--- src/rtl/instr_encoder_pkg.sv ---
// Shared definitions for the instruction encoder: format codes,
// instruction field positions and the write-buffer depth.
package instr_encoder_pkg;

  typedef enum logic [1:0] {
    FMT_R   = 2'd0,
    FMT_I   = 2'd1,
    FMT_J   = 2'd2,
    FMT_ILL = 2'd3
  } fmt_e;

  localparam int OPCODE_LSB = 26;
  localparam int OPCODE_W   = 6;
  localparam int RS_LSB     = 21;
  localparam int RT_LSB     = 16;
  localparam int RD_LSB     = 11;
  localparam int SHAMT_LSB  = 6;
  localparam int REG_W      = 5;
  localparam int FUNC_LSB   = 0;
  localparam int FUNC_W     = 6;
  localparam int IMM_LSB    = 0;
  localparam int IMM_W      = 16;
  localparam int INDEX_LSB  = 0;
  localparam int INDEX_W    = 26;

  localparam int FIFO_DEPTH = 4;
  localparam int FIFO_AW    = $clog2(FIFO_DEPTH);

endpackage

--- src/rtl/instr_encoder_if.sv ---
// Field-bundle input channel and instruction-memory write channel of the
// encoder. The master side offers bundles and accepts writes.
interface instr_encoder_if;
  import instr_encoder_pkg::*;

  logic        in_valid;
  logic        in_ready;
  fmt_e        fmt;
  logic [5:0]  opcode;
  logic [5:0]  func;
  logic [4:0]  rs;
  logic [4:0]  rt;
  logic [4:0]  rd;
  logic [4:0]  shamt;
  logic [15:0] immediate;
  logic [25:0] instr_index;
  logic        base_load;
  logic [31:0] base_addr;
  logic        wr_en;
  logic        wr_ready;
  logic [31:0] wr_addr;
  logic [31:0] wr_data;
  logic        err_illegal;
  logic [15:0] word_count;

  modport master (
    output in_valid, fmt, opcode, func, rs, rt, rd, shamt, immediate,
           instr_index, base_load, base_addr, wr_ready,
    input  in_ready, wr_en, wr_addr, wr_data, err_illegal, word_count
  );

  modport slave (
    input  in_valid, fmt, opcode, func, rs, rt, rd, shamt, immediate,
           instr_index, base_load, base_addr, wr_ready,
    output in_ready, wr_en, wr_addr, wr_data, err_illegal, word_count
  );

endinterface

--- src/rtl/instr_encoder_fifo.sv ---
// Small synchronous FIFO buffering encoded words between acceptance and
// the memory write. Push is ignored when full, pop is ignored when empty.
module instr_fifo
  import instr_encoder_pkg::*;
(
  input  logic        clk,
  input  logic        reset_n,
  input  logic        push,
  input  logic [31:0] push_data,
  input  logic        pop,
  output logic [31:0] head,
  output logic        full,
  output logic        empty
);

  logic [31:0]        mem [FIFO_DEPTH];
  logic [FIFO_AW-1:0] wr_ptr;
  logic [FIFO_AW-1:0] rd_ptr;
  logic [FIFO_AW:0]   count;
  logic               do_push;
  logic               do_pop;

  assign full    = (count == (FIFO_AW+1)'(FIFO_DEPTH));
  assign empty   = (count == '0);
  assign do_push = push && !full;
  assign do_pop  = pop && !empty;
  assign head    = mem[rd_ptr];

  // Pointers and occupancy; reset empties the buffer.
  always_ff @(posedge clk or negedge reset_n) begin
    if (!reset_n) begin
      wr_ptr <= '0;
      rd_ptr <= '0;
      count  <= '0;
    end else begin
      if (do_push) wr_ptr <= wr_ptr + 1'b1;
      if (do_pop)  rd_ptr <= rd_ptr + 1'b1;
      case ({do_push, do_pop})
        2'b10:   count <= count + 1'b1;
        2'b01:   count <= count - 1'b1;
        default: count <= count;
      endcase
    end
  end

  // Word storage; contents need no reset because occupancy guards them.
  always_ff @(posedge clk) begin
    if (do_push) mem[wr_ptr] <= push_data;
  end

endmodule

--- src/rtl/instr_encoder.sv ---
// Encodes R/I/J field bundles into 32-bit instruction words, buffers them
// and writes them to consecutive word addresses of instruction memory.
module instr_encoder
  import instr_encoder_pkg::*;
(
  input  logic            clk,
  input  logic            reset_n,
  instr_encoder_if.slave  bus
);

  logic [31:0] enc_word;
  logic [31:0] fifo_head;
  logic [31:0] wr_addr_q;
  logic [15:0] word_count_q;
  logic        err_q;
  logic        run_q;
  logic        fifo_full;
  logic        fifo_empty;
  logic        accept;
  logic        push;
  logic        wr_done;

  assign bus.in_ready    = run_q && !fifo_full;
  assign accept          = bus.in_valid && bus.in_ready;
  assign push            = accept && (bus.fmt != FMT_ILL);
  assign bus.wr_en       = !fifo_empty;
  assign wr_done         = bus.wr_en && bus.wr_ready;
  assign bus.wr_data     = fifo_empty ? 32'h0 : fifo_head;
  assign bus.wr_addr     = wr_addr_q;
  assign bus.word_count  = word_count_q;
  assign bus.err_illegal = err_q;

  // Assemble the instruction word; fields the format does not use are dropped.
  always_comb begin
    enc_word = '0;
    enc_word[OPCODE_LSB +: OPCODE_W] = bus.opcode;
    case (bus.fmt)
      FMT_R: begin
        enc_word[RS_LSB    +: REG_W]  = bus.rs;
        enc_word[RT_LSB    +: REG_W]  = bus.rt;
        enc_word[RD_LSB    +: REG_W]  = bus.rd;
        enc_word[SHAMT_LSB +: REG_W]  = bus.shamt;
        enc_word[FUNC_LSB  +: FUNC_W] = bus.func;
      end
      FMT_I: begin
        enc_word[RS_LSB  +: REG_W] = bus.rs;
        enc_word[RT_LSB  +: REG_W] = bus.rt;
        enc_word[IMM_LSB +: IMM_W] = bus.immediate;
      end
      FMT_J: begin
        enc_word[INDEX_LSB +: INDEX_W] = bus.instr_index;
      end
      default: enc_word = '0;
    endcase
  end

  instr_fifo u_fifo (
    .clk       (clk),
    .reset_n   (reset_n),
    .push      (push),
    .push_data (enc_word),
    .pop       (wr_done),
    .head      (fifo_head),
    .full      (fifo_full),
    .empty     (fifo_empty)
  );

  // Hold off acceptance until the first edge after reset is released.
  always_ff @(posedge clk or negedge reset_n) begin
    if (!reset_n) run_q <= 1'b0;
    else          run_q <= 1'b1;
  end

  // Write pointer: a base load overrides the post-write increment.
  always_ff @(posedge clk or negedge reset_n) begin
    if (!reset_n)          wr_addr_q <= 32'h0;
    else if (bus.base_load) wr_addr_q <= {bus.base_addr[31:2], 2'b00};
    else if (wr_done)      wr_addr_q <= wr_addr_q + 32'd4;
  end

  // Completed-write counter and one-cycle illegal-format flag.
  always_ff @(posedge clk or negedge reset_n) begin
    if (!reset_n) begin
      word_count_q <= 16'h0;
      err_q        <= 1'b0;
    end else begin
      if (wr_done) word_count_q <= word_count_q + 16'd1;
      err_q <= accept && (bus.fmt == FMT_ILL);
    end
  end

endmodule

--- src/flat_wrapper.sv ---
// flat-port wrapper written by rule: the top's interface ports become plain ports
module instr_encoder_flat import instr_encoder_pkg::*;
  (clk, reset_n, bus_in_valid, bus_fmt, bus_opcode, bus_func, bus_rs, bus_rt, bus_rd, bus_shamt, bus_immediate, bus_instr_index, bus_base_load, bus_base_addr, bus_wr_ready, bus_in_ready, bus_wr_en, bus_wr_addr, bus_wr_data, bus_err_illegal, bus_word_count);
  instr_encoder_if bus_i ();
  input  logic clk;
  input  logic reset_n;
  input wire logic [$bits(bus_i.in_valid)-1:0] bus_in_valid;
  input wire logic [$bits(bus_i.fmt)-1:0] bus_fmt;
  input wire logic [$bits(bus_i.opcode)-1:0] bus_opcode;
  input wire logic [$bits(bus_i.func)-1:0] bus_func;
  input wire logic [$bits(bus_i.rs)-1:0] bus_rs;
  input wire logic [$bits(bus_i.rt)-1:0] bus_rt;
  input wire logic [$bits(bus_i.rd)-1:0] bus_rd;
  input wire logic [$bits(bus_i.shamt)-1:0] bus_shamt;
  input wire logic [$bits(bus_i.immediate)-1:0] bus_immediate;
  input wire logic [$bits(bus_i.instr_index)-1:0] bus_instr_index;
  input wire logic [$bits(bus_i.base_load)-1:0] bus_base_load;
  input wire logic [$bits(bus_i.base_addr)-1:0] bus_base_addr;
  input wire logic [$bits(bus_i.wr_ready)-1:0] bus_wr_ready;
  output wire logic [$bits(bus_i.in_ready)-1:0] bus_in_ready;
  output wire logic [$bits(bus_i.wr_en)-1:0] bus_wr_en;
  output wire logic [$bits(bus_i.wr_addr)-1:0] bus_wr_addr;
  output wire logic [$bits(bus_i.wr_data)-1:0] bus_wr_data;
  output wire logic [$bits(bus_i.err_illegal)-1:0] bus_err_illegal;
  output wire logic [$bits(bus_i.word_count)-1:0] bus_word_count;
  assign bus_i.in_valid = bus_in_valid;
  assign bus_i.fmt = bus_fmt;
  assign bus_i.opcode = bus_opcode;
  assign bus_i.func = bus_func;
  assign bus_i.rs = bus_rs;
  assign bus_i.rt = bus_rt;
  assign bus_i.rd = bus_rd;
  assign bus_i.shamt = bus_shamt;
  assign bus_i.immediate = bus_immediate;
  assign bus_i.instr_index = bus_instr_index;
  assign bus_i.base_load = bus_base_load;
  assign bus_i.base_addr = bus_base_addr;
  assign bus_i.wr_ready = bus_wr_ready;
  assign bus_in_ready = bus_i.in_ready;
  assign bus_wr_en = bus_i.wr_en;
  assign bus_wr_addr = bus_i.wr_addr;
  assign bus_wr_data = bus_i.wr_data;
  assign bus_err_illegal = bus_i.err_illegal;
  assign bus_word_count = bus_i.word_count;
  instr_encoder u_core (.clk(clk), .reset_n(reset_n), .bus(bus_i));
endmodule
--- config.mk ---
export PLATFORM = sky130hd
export DESIGN_NAME = instr_encoder_flat
export DESIGN_NICKNAME = d
export VERILOG_FILES = /design/src/rtl/instr_encoder_pkg.sv /design/src/rtl/instr_encoder_if.sv /design/src/rtl/instr_encoder_fifo.sv /design/src/rtl/instr_encoder.sv /design/src/flat_wrapper.sv
export SDC_FILE = /design/constraint.sdc
export NUM_CORES = 1
export LEC_CHECK = 0
export ABC_AREA = 1
export CAP_MARGIN = 20
export CORE_UTILIZATION = 56
export CTS_BUF_LIST = sky130_fd_sc_hd__clkbuf_4 sky130_fd_sc_hd__clkbuf_8 sky130_fd_sc_hd__clkbuf_16
export CTS_CLUSTER_DIAMETER = 80
export DETAILED_ROUTE_END_ITERATION = 8
export PLACE_DENSITY_LB_ADDON = 0.2
export SKIP_CTS_REPAIR_TIMING = 1
export SLEW_MARGIN = 30
export SYNTH_ARGS = -nofsm -noshare
export SYNTH_HDL_FRONTEND = slang
export SYNTH_HIERARCHICAL = 1
export SYNTH_SLANG_ARGS = --single-unit
--- constraint.sdc ---
create_clock -name clk -period 7.6 [get_ports clk]
set_input_delay 1.14 -clock clk [delete_from_list [all_inputs] [get_ports clk]]
set_output_delay 1.14 -clock clk [all_outputs]
set_load 0.005 [all_outputs]
Word-level counts from Yosys, hierarchy flattened. Memory sizes are Yosys's and may differ from the RTL's. Cells that the tools add are included.

Divide/modulo/power cells: 0. Magnitude comparators: 0. Add/subtract/negate cells: 6. Reductions and logical operators: 14. Bitwise operators: 0. Shift-type cells: 0. Muxes and demuxes: 8. Multipliers: 0. Equal/unequal tests: 7.

Operators with widths (number): 2-to-1 mux 32 bit (3); case mux 26 bit (3 select lines) (1); adder 32 x 3 -> 32 bit (second input constant) (1); adder 16 x 1 -> 16 bit (second input constant) (1); logical AND 1 bit (7); equality test 2 bit (second input constant) (3); 2-to-1 mux 6 bit (1); case mux 3 bit (2 select lines) (1); adder 2 x 1 -> 2 bit (second input constant) (2); equality test 2 x 1 -> 1 bit (second input constant) (2); nonzero test 2 bit (2); adder 3 x 1 -> 3 bit (second input constant) (1); equality test 3 bit (second input constant) (1); zero test 3 bit (1); OR reduction 3 bit (1); subtractor 3 x 1 -> 3 bit (second input constant) (1); zero test 1 bit (2); zero test 2 bit (1); 2-to-1 mux 1 bit (2); != test 2 bit (second input constant) (1).

Memory bits (writable): 128. Bits in latches: 0. Register bits after elaboration: 57. Bits in read-only memories: 0. Logic and storage cells: 43. Memories: 1. Input port bits: 113. Output and inout port bits: 83.

Memories: u_core.u_fifo.mem (words 4, bits a word 32, read ports 1, clocked after Yosys merged registers in 0, wr ports 1, RTL line instr_encoder_fifo.sv:16) `logic [31:0] mem [FIFO_DEPTH];`.

Depth between registers and ports, before layout.
Depth after elaboration: 8. Gate-level depth with buffers: 16. Gate-level depth less buffers: 15.

Modules after synthesis. The synthesis kept the hierarchy.

Modules (own cells, without submodules): instr_fifo (cells an instance 435, area an instance 5572.8 µm², instances 1, sequential area each 4018.9 µm²); instr_encoder (cells an instance 619, area an instance 3883.7 µm², instances 1, sequential area each 1201.2 µm²).

Worst setup path after synthesis. No wires, ideal clock.

Path kind: in2reg. Start: in bus_fmt[0]. End: mem u_core.u_fifo.mem[0][0], enable pin. Required time: 7179 ps. Library setup time: 421 ps. Stages on the path: 6. Buffers on the path: 1. Arrival time: 3164 ps. Slack: 4015 ps. Path through: buf_2 nand2_1 inv_1 nor2_1 nand2_1 nor2_1.

Cells in the longest elaborated chain, start to end: 5.

Ends and longest elaborated chain: start, declared (RTL line flat_wrapper.sv:8) `input wire logic [$bits(bus_i.fmt)-1:0] bus_fmt;`; != test 2 bit (RTL line instr_encoder.sv:25) `assign push = accept && (bus.fmt != FMT_ILL);`; logical AND 1 bit (RTL line instr_encoder.sv:25); named net u_core.push (RTL line instr_encoder.sv:20) `logic push;`; logical AND 1 bit (RTL line instr_encoder_fifo.sv:25) `assign do_push = push && !full;`; 2-to-1 mux 1 bit (RTL line instr_encoder_fifo.sv:48) `if (do_push) mem[wr_ptr] <= push_data;`; 2-to-1 mux 1 bit (not written as such) (RTL line instr_encoder_fifo.sv:48); end, declared (RTL line instr_encoder_fifo.sv:16).

The timed path passes the listed nets, and every way through them passes these cells.

Final worst setup path.
Start: reg u_core.u_fifo.rd_ptr[0]. End: out bus_wr_data[19].

Cells in the longest elaborated chain, start to end: 2.

Ends and longest elaborated chain: start, declared (RTL line instr_encoder_fifo.sv:18) `logic [FIFO_AW-1:0] rd_ptr;`; start signal, assigned (RTL line instr_encoder_fifo.sv:37) `if (do_pop) rd_ptr <= rd_ptr + 1'b1;`; memory read (4 x 32 bit); named net u_core.fifo_head[19] (RTL line instr_encoder.sv:12) `logic [31:0] fifo_head;`; 2-to-1 mux 32 bit (RTL line instr_encoder.sv:28) `assign bus.wr_data = fifo_empty ? 32'h0 : fifo_head;`; end, declared (RTL line flat_wrapper.sv:23) `output wire logic [$bits(bus_i.wr_data)-1:0] bus_wr_data;`.

The timed path passes the listed nets, and every way through them passes these cells.

==> results_tabular.tex <==
\begin{tabular}{lr}
\hline
Metric & Value \\
\hline
\multicolumn{2}{l}{\textbf{Setup path}} \\
Largest stage delay on the critical path & 0.58 ns \\
Worst r2r src & u\_core/u\_fifo/count[1] \\
Setup slack on the worst flop-to-flop path & just over 5 ns \\
Worst setup path category & register to output port \\
Launch point of the worst path & u\_core/u\_fifo/rd\_ptr[0] \\
Most common cell on crit path & nand2\_1 \\
Type of origin of the critical path & register \\
Endpoint of the lowest-slack register-to-register path & u\_core/u\_fifo/mem[1][15] \\
Kind of cell adding the most delay to the critical path & buffers and inverters \\
Worst reg2reg path depth & 9 \\
CP cell instances & clkinv\_2 -> buf\_4 -> nand2\_1 -> o211ai\_1 -> nand2\_1 -> inv\_1 -> nor2\_1 -> clkdlybuf4s50\_1 \\
CP Capture Type & output port \\
Critical path required time & between 6 and 7 ns \\
Signal arrival time at the worst endpoint & just over 3 ns \\
Cell with the largest stage delay on the worst path & buf\_4 \\
Combined buffer and inverter count along the critical path & 4 \\
Peak fanout along the critical path & 75 \\
\multicolumn{2}{l}{\textbf{Clock network}} \\
Clock latency on the worst-skew pair & between 0.4 and 0.5 ns \\
Clock Pin Slew Worst Setup and Hold Paths & $\sim$0.06 ns \\
CTS H-Tree Depth & 4 \\
Clock tree from TritonCTS & done \\
Clock Sinks & $\sim$180 \\
Number of buffers created by CTS & 17 \\
Cell chosen for the clock root & clkbuf\_16 \\
Maximum root-to-sink buffer count & 2 \\
\multicolumn{2}{l}{\textbf{Logic synthesis}} \\
Count of mapped cells out of synthesis & between 1000 and 1500 \\
Post-synthesis mux area share & 0\% \\
Top-area cell type share of the netlist area & a little over 40\% \\
Commonest cells in the netlist & nand2\_1, inv\_1, edfxtp\_1 \\
Synthesized-area fraction occupied by adder cells & about 1.1\% \\
Most instantiated library cell after synthesis & nand2\_1 \\
Count of flip-flops with a built-in enable after synthesis & around 130 \\
Synth Area in Compound Gates & a little under a tenth \\
Portion of the post-synthesis area used by sequential elements & between 50\% and 60\% \\
Dominant combinational cell family by area after synthesis & simple AND/OR/NAND/NOR gates \\
Number of storage elements in the synthesis netlist & 183 \\
Synthesized cell area & about 9500 sq um \\
Synth cell types & 40 \\
Post-Syn Area per Cell & 8.97 sq um \\
Syn. warnings & 6 \\
Largest area contributor in the synthesized netlist & edfxtp\_1 \\
Simple-gate portion of the synthesized area & 21.4\% \\
Fraction of synthesized cell area in xor and xnor cells & 1.94\% \\
Synth async-reset ratio & between 30 and 40\% \\
Most area-consuming cells after synthesis & edfxtp\_1, dfrtp\_1, nand2\_1 \\
Flip-flop cell with the highest count after synthesis & edfxtp\_1 \\
\multicolumn{2}{l}{\textbf{Floorplan}} \\
I/O pin count & about 200 \\
Starting density of the core & a little under three fifths \\
Number of rows in the core area & 47 \\
Core area & $\sim$17000 sq um \\
Die span in x & 132 microns \\
Floorplan die height & roughly 130 microns \\
Die Area & around 17000 sq um \\
\multicolumn{2}{l}{\textbf{Layout}} \\
Layout fillers & roughly 1200 \\
Final non-filler cell total & between 1000 and 1500 \\
Final \#Nets & around 1400 \\
Final design area excluding fillers & 12100 sq um \\
Number of antenna repair diodes & 0 \\
Fraction of final layout cells with drive strength greater than 1 & just over 6\% \\
Area Overhead vs Synth & 28.3\% \\
\multicolumn{2}{l}{\textbf{Detailed routing}} \\
DRT antenna net count & 0 \\
Number of design rule violations left after detail routing & 0 \\
Count of vias placed by the detailed router & approximately 7600 \\
Total length of routed wires & approximately 22000 microns \\
TritonRoute pass-1 iters & 5 \\
Routed length per instance & about 15 microns \\
Number of DRC violations after detailed-routing iteration 0 & roughly 560 \\
Vias per std cell & about 5.2 \\
\multicolumn{2}{l}{\textbf{Power and ir drop}} \\
Clock network fraction of total power & approximately a quarter \\
Power per unit of standard cell area & between 200 and 300 nW/um\^{}2 \\
Portion of total power attributed to sequential cells & about 36\% \\
Worst IR drop on VDD & roughly 0.00021 V \\
Internal power & $\sim$0.0024 W \\
Switching power share of the total & about a third \\
Static power due to leakage & $\sim$5.2 nW \\
Fraction of power consumed by combinational cells & approximately two fifths \\
Power after layout & $\sim$0.0036 W \\
Net switching power & roughly 0.0012 W \\
\multicolumn{2}{l}{\textbf{STA}} \\
Total count of max-transition violations in the final report & 0 \\
Max-slew headroom at the worst pin & between 50 and 60\% \\
Share of the cycle needed by the critical path after routing & between 50\% and 60\% \\
Maximum operating frequency & 239 MHz \\
Unrepaired setup endpoints after global routing & no \\
Sum of negative setup slack & 0 ns \\
Final critical delay including setup and external delays & between 4 and 5 ns \\
Clock tree skew after final layout & slightly above 0.01 ns \\
Least-Margin Pin Slew & 0.742 ns \\
Number of endpoints failing setup at the final stage & 0 \\
Endpoints failing hold & 0 \\
\multicolumn{2}{l}{\textbf{Placed design}} \\
Count of input and output buffers & approximately 190 \\
Placed cell area & $\sim$12000 sq um \\
Weighted congestion reported at the end of routability-driven placement & slightly below 0.9 \\
Placed Cells & around 1400 \\
Final HPWL DP & between 10000 and 15000 microns \\
\multicolumn{2}{l}{\textbf{Worst hold path}} \\
Worst Hold Depth & 1 \\
Launch instance of the worst min-delay path & u\_core/u\_fifo/count[0] \\
End point of the worst hold path & u\_core/u\_fifo/count[0] \\
Min-Delay Path Class & register to register \\
\multicolumn{2}{l}{\textbf{Global route}} \\
Grt ovf & 0 \\
Global-route wire length before repair & between 30000 and 40000 microns \\
Via count of the first global-routing pass & around 7400 \\
Pin count of the biggest net entering global routing & 76 \\
Number of antenna violations at the first check in global routing & 0 \\
GRT Resource Usage Total & a little over a quarter \\
\multicolumn{2}{l}{\textbf{Outcome}} \\
Run status & completed \\
\multicolumn{2}{l}{\textbf{Job}} \\
\# Max-Cap Violations & 0 \\
\hline
\end{tabular}
==> placed cells by master, fill, tap and decap left out, types with 5 or more instances in the layout <==
cell type and count:
o21bai_1 8, nor2_4 12, nor2_1 87, edfxtp_1 128, o21ai_0 18, nand2_1 289, inv_1 187, nor2_2 5
xnor2_1 8, clkdlybuf4s50_1 190, xor2_1 13, buf_4 8, o211ai_1 88, nand3_1 64, dfrtp_1 55, nand4_1 5
ha_1 7, clkbuf_16 17
==> per-layer routing <==
| layer | part of all wire, % | up-vias | wire, microns | global-route usage [%] |
|---|---|---|---|---|
| met5 | 0 | - | 0 | 0 |
| met4 | 1.8 | 0 | 390 | 8.98 |
| met3 | 5.2 | 33 | 1120 | 4.54 |
| met2 | 50 | 258 | 10900 | 45.4 |
| met1 | 43 | 3557 | 9360 | 33.0 |
| li1 | - | 3748 | - | - |
==> power groups by stage <==
stage | logic, W | registers (W) | clock network, W
after detailed placement | 0.00141 | 0.00133 | 0
after global placement | 0.00136 | 0.00133 | 0
after global routing | 0.00159 | 0.00133 | 0.000917
after CTS | 0.00143 | 0.00131 | 0.000873
final | 0.00143 | 0.00131 | 0.000862
after floorplan | 0.000825 | 0.00131 | 0
==> cells by family after synthesis <==
kind of cell               Yosys count
DFF                                183
and+or+nand+nor                    478
AOI/OAI and AO/OA                  125
other                                2
xor gates and xnor gates            21
buffers and inverters              237
adders and majority gates            8
==> metrics by stage <==
step / hold WS (ns) / util [%] / worst slack (ns)
finish: 0.475 / 73.4 / 3.42
CTS: 0.477 / 73.4 / 3.42
floorplan: 0.446 / - / 4.01
detailed placement: 0.464 / 69.9 / 3.74
global placement: 0.461 / 69.2 / 3.66
global route: 0.520 / 73.4 / 3.20
==> worst max path at each step <==
stage / slack [ns] / cells past startpoint / endpoint
6_report: 3.42 / 8 / bus_wr_data[19]
5_1_grt: 3.20 / 8 / bus_wr_data[18]
4_1_cts: 3.42 / 8 / bus_wr_data[18]
3_5_place_dp: 3.74 / 13 / u_core/u_fifo/count[2]
3_3_place_gp: 3.66 / 7 / u_core/u_fifo/mem[0][5]
2_1_floorplan: 4.01 / 6 / u_core/u_fifo/mem[0][0]
==> area by class of cell <==
type                            instances  area (sq um)  share of cell area, %
Clock inverter                         14           148                   1.22
Sequential cell                       183          5220                   43.0
Tap cell                              220           275                   2.27
Clock buffer                           18           433                   3.57
Timing Repair Buffer                  204          2090                   17.2
Inverter                              193           731                   6.02
Multi-Input combinational cell        635          3240                   26.7
==> flip-flops by register name, indices dropped and copies added (netlist names) <==
| signal | cells |
|---|---|
| u_core/u_fifo/count | 3 |
| u_core/run_q | 1 |
| u_core/bus.word_count | 16 |
| u_core/bus.err_illegal | 1 |
| u_core/u_fifo/mem | 128 |
| u_core/bus.wr_addr | 30 |
| u_core/u_fifo/wr_ptr | 2 |
| u_core/u_fifo/rd_ptr | 2 |
(Power assumes the default switching activity.)
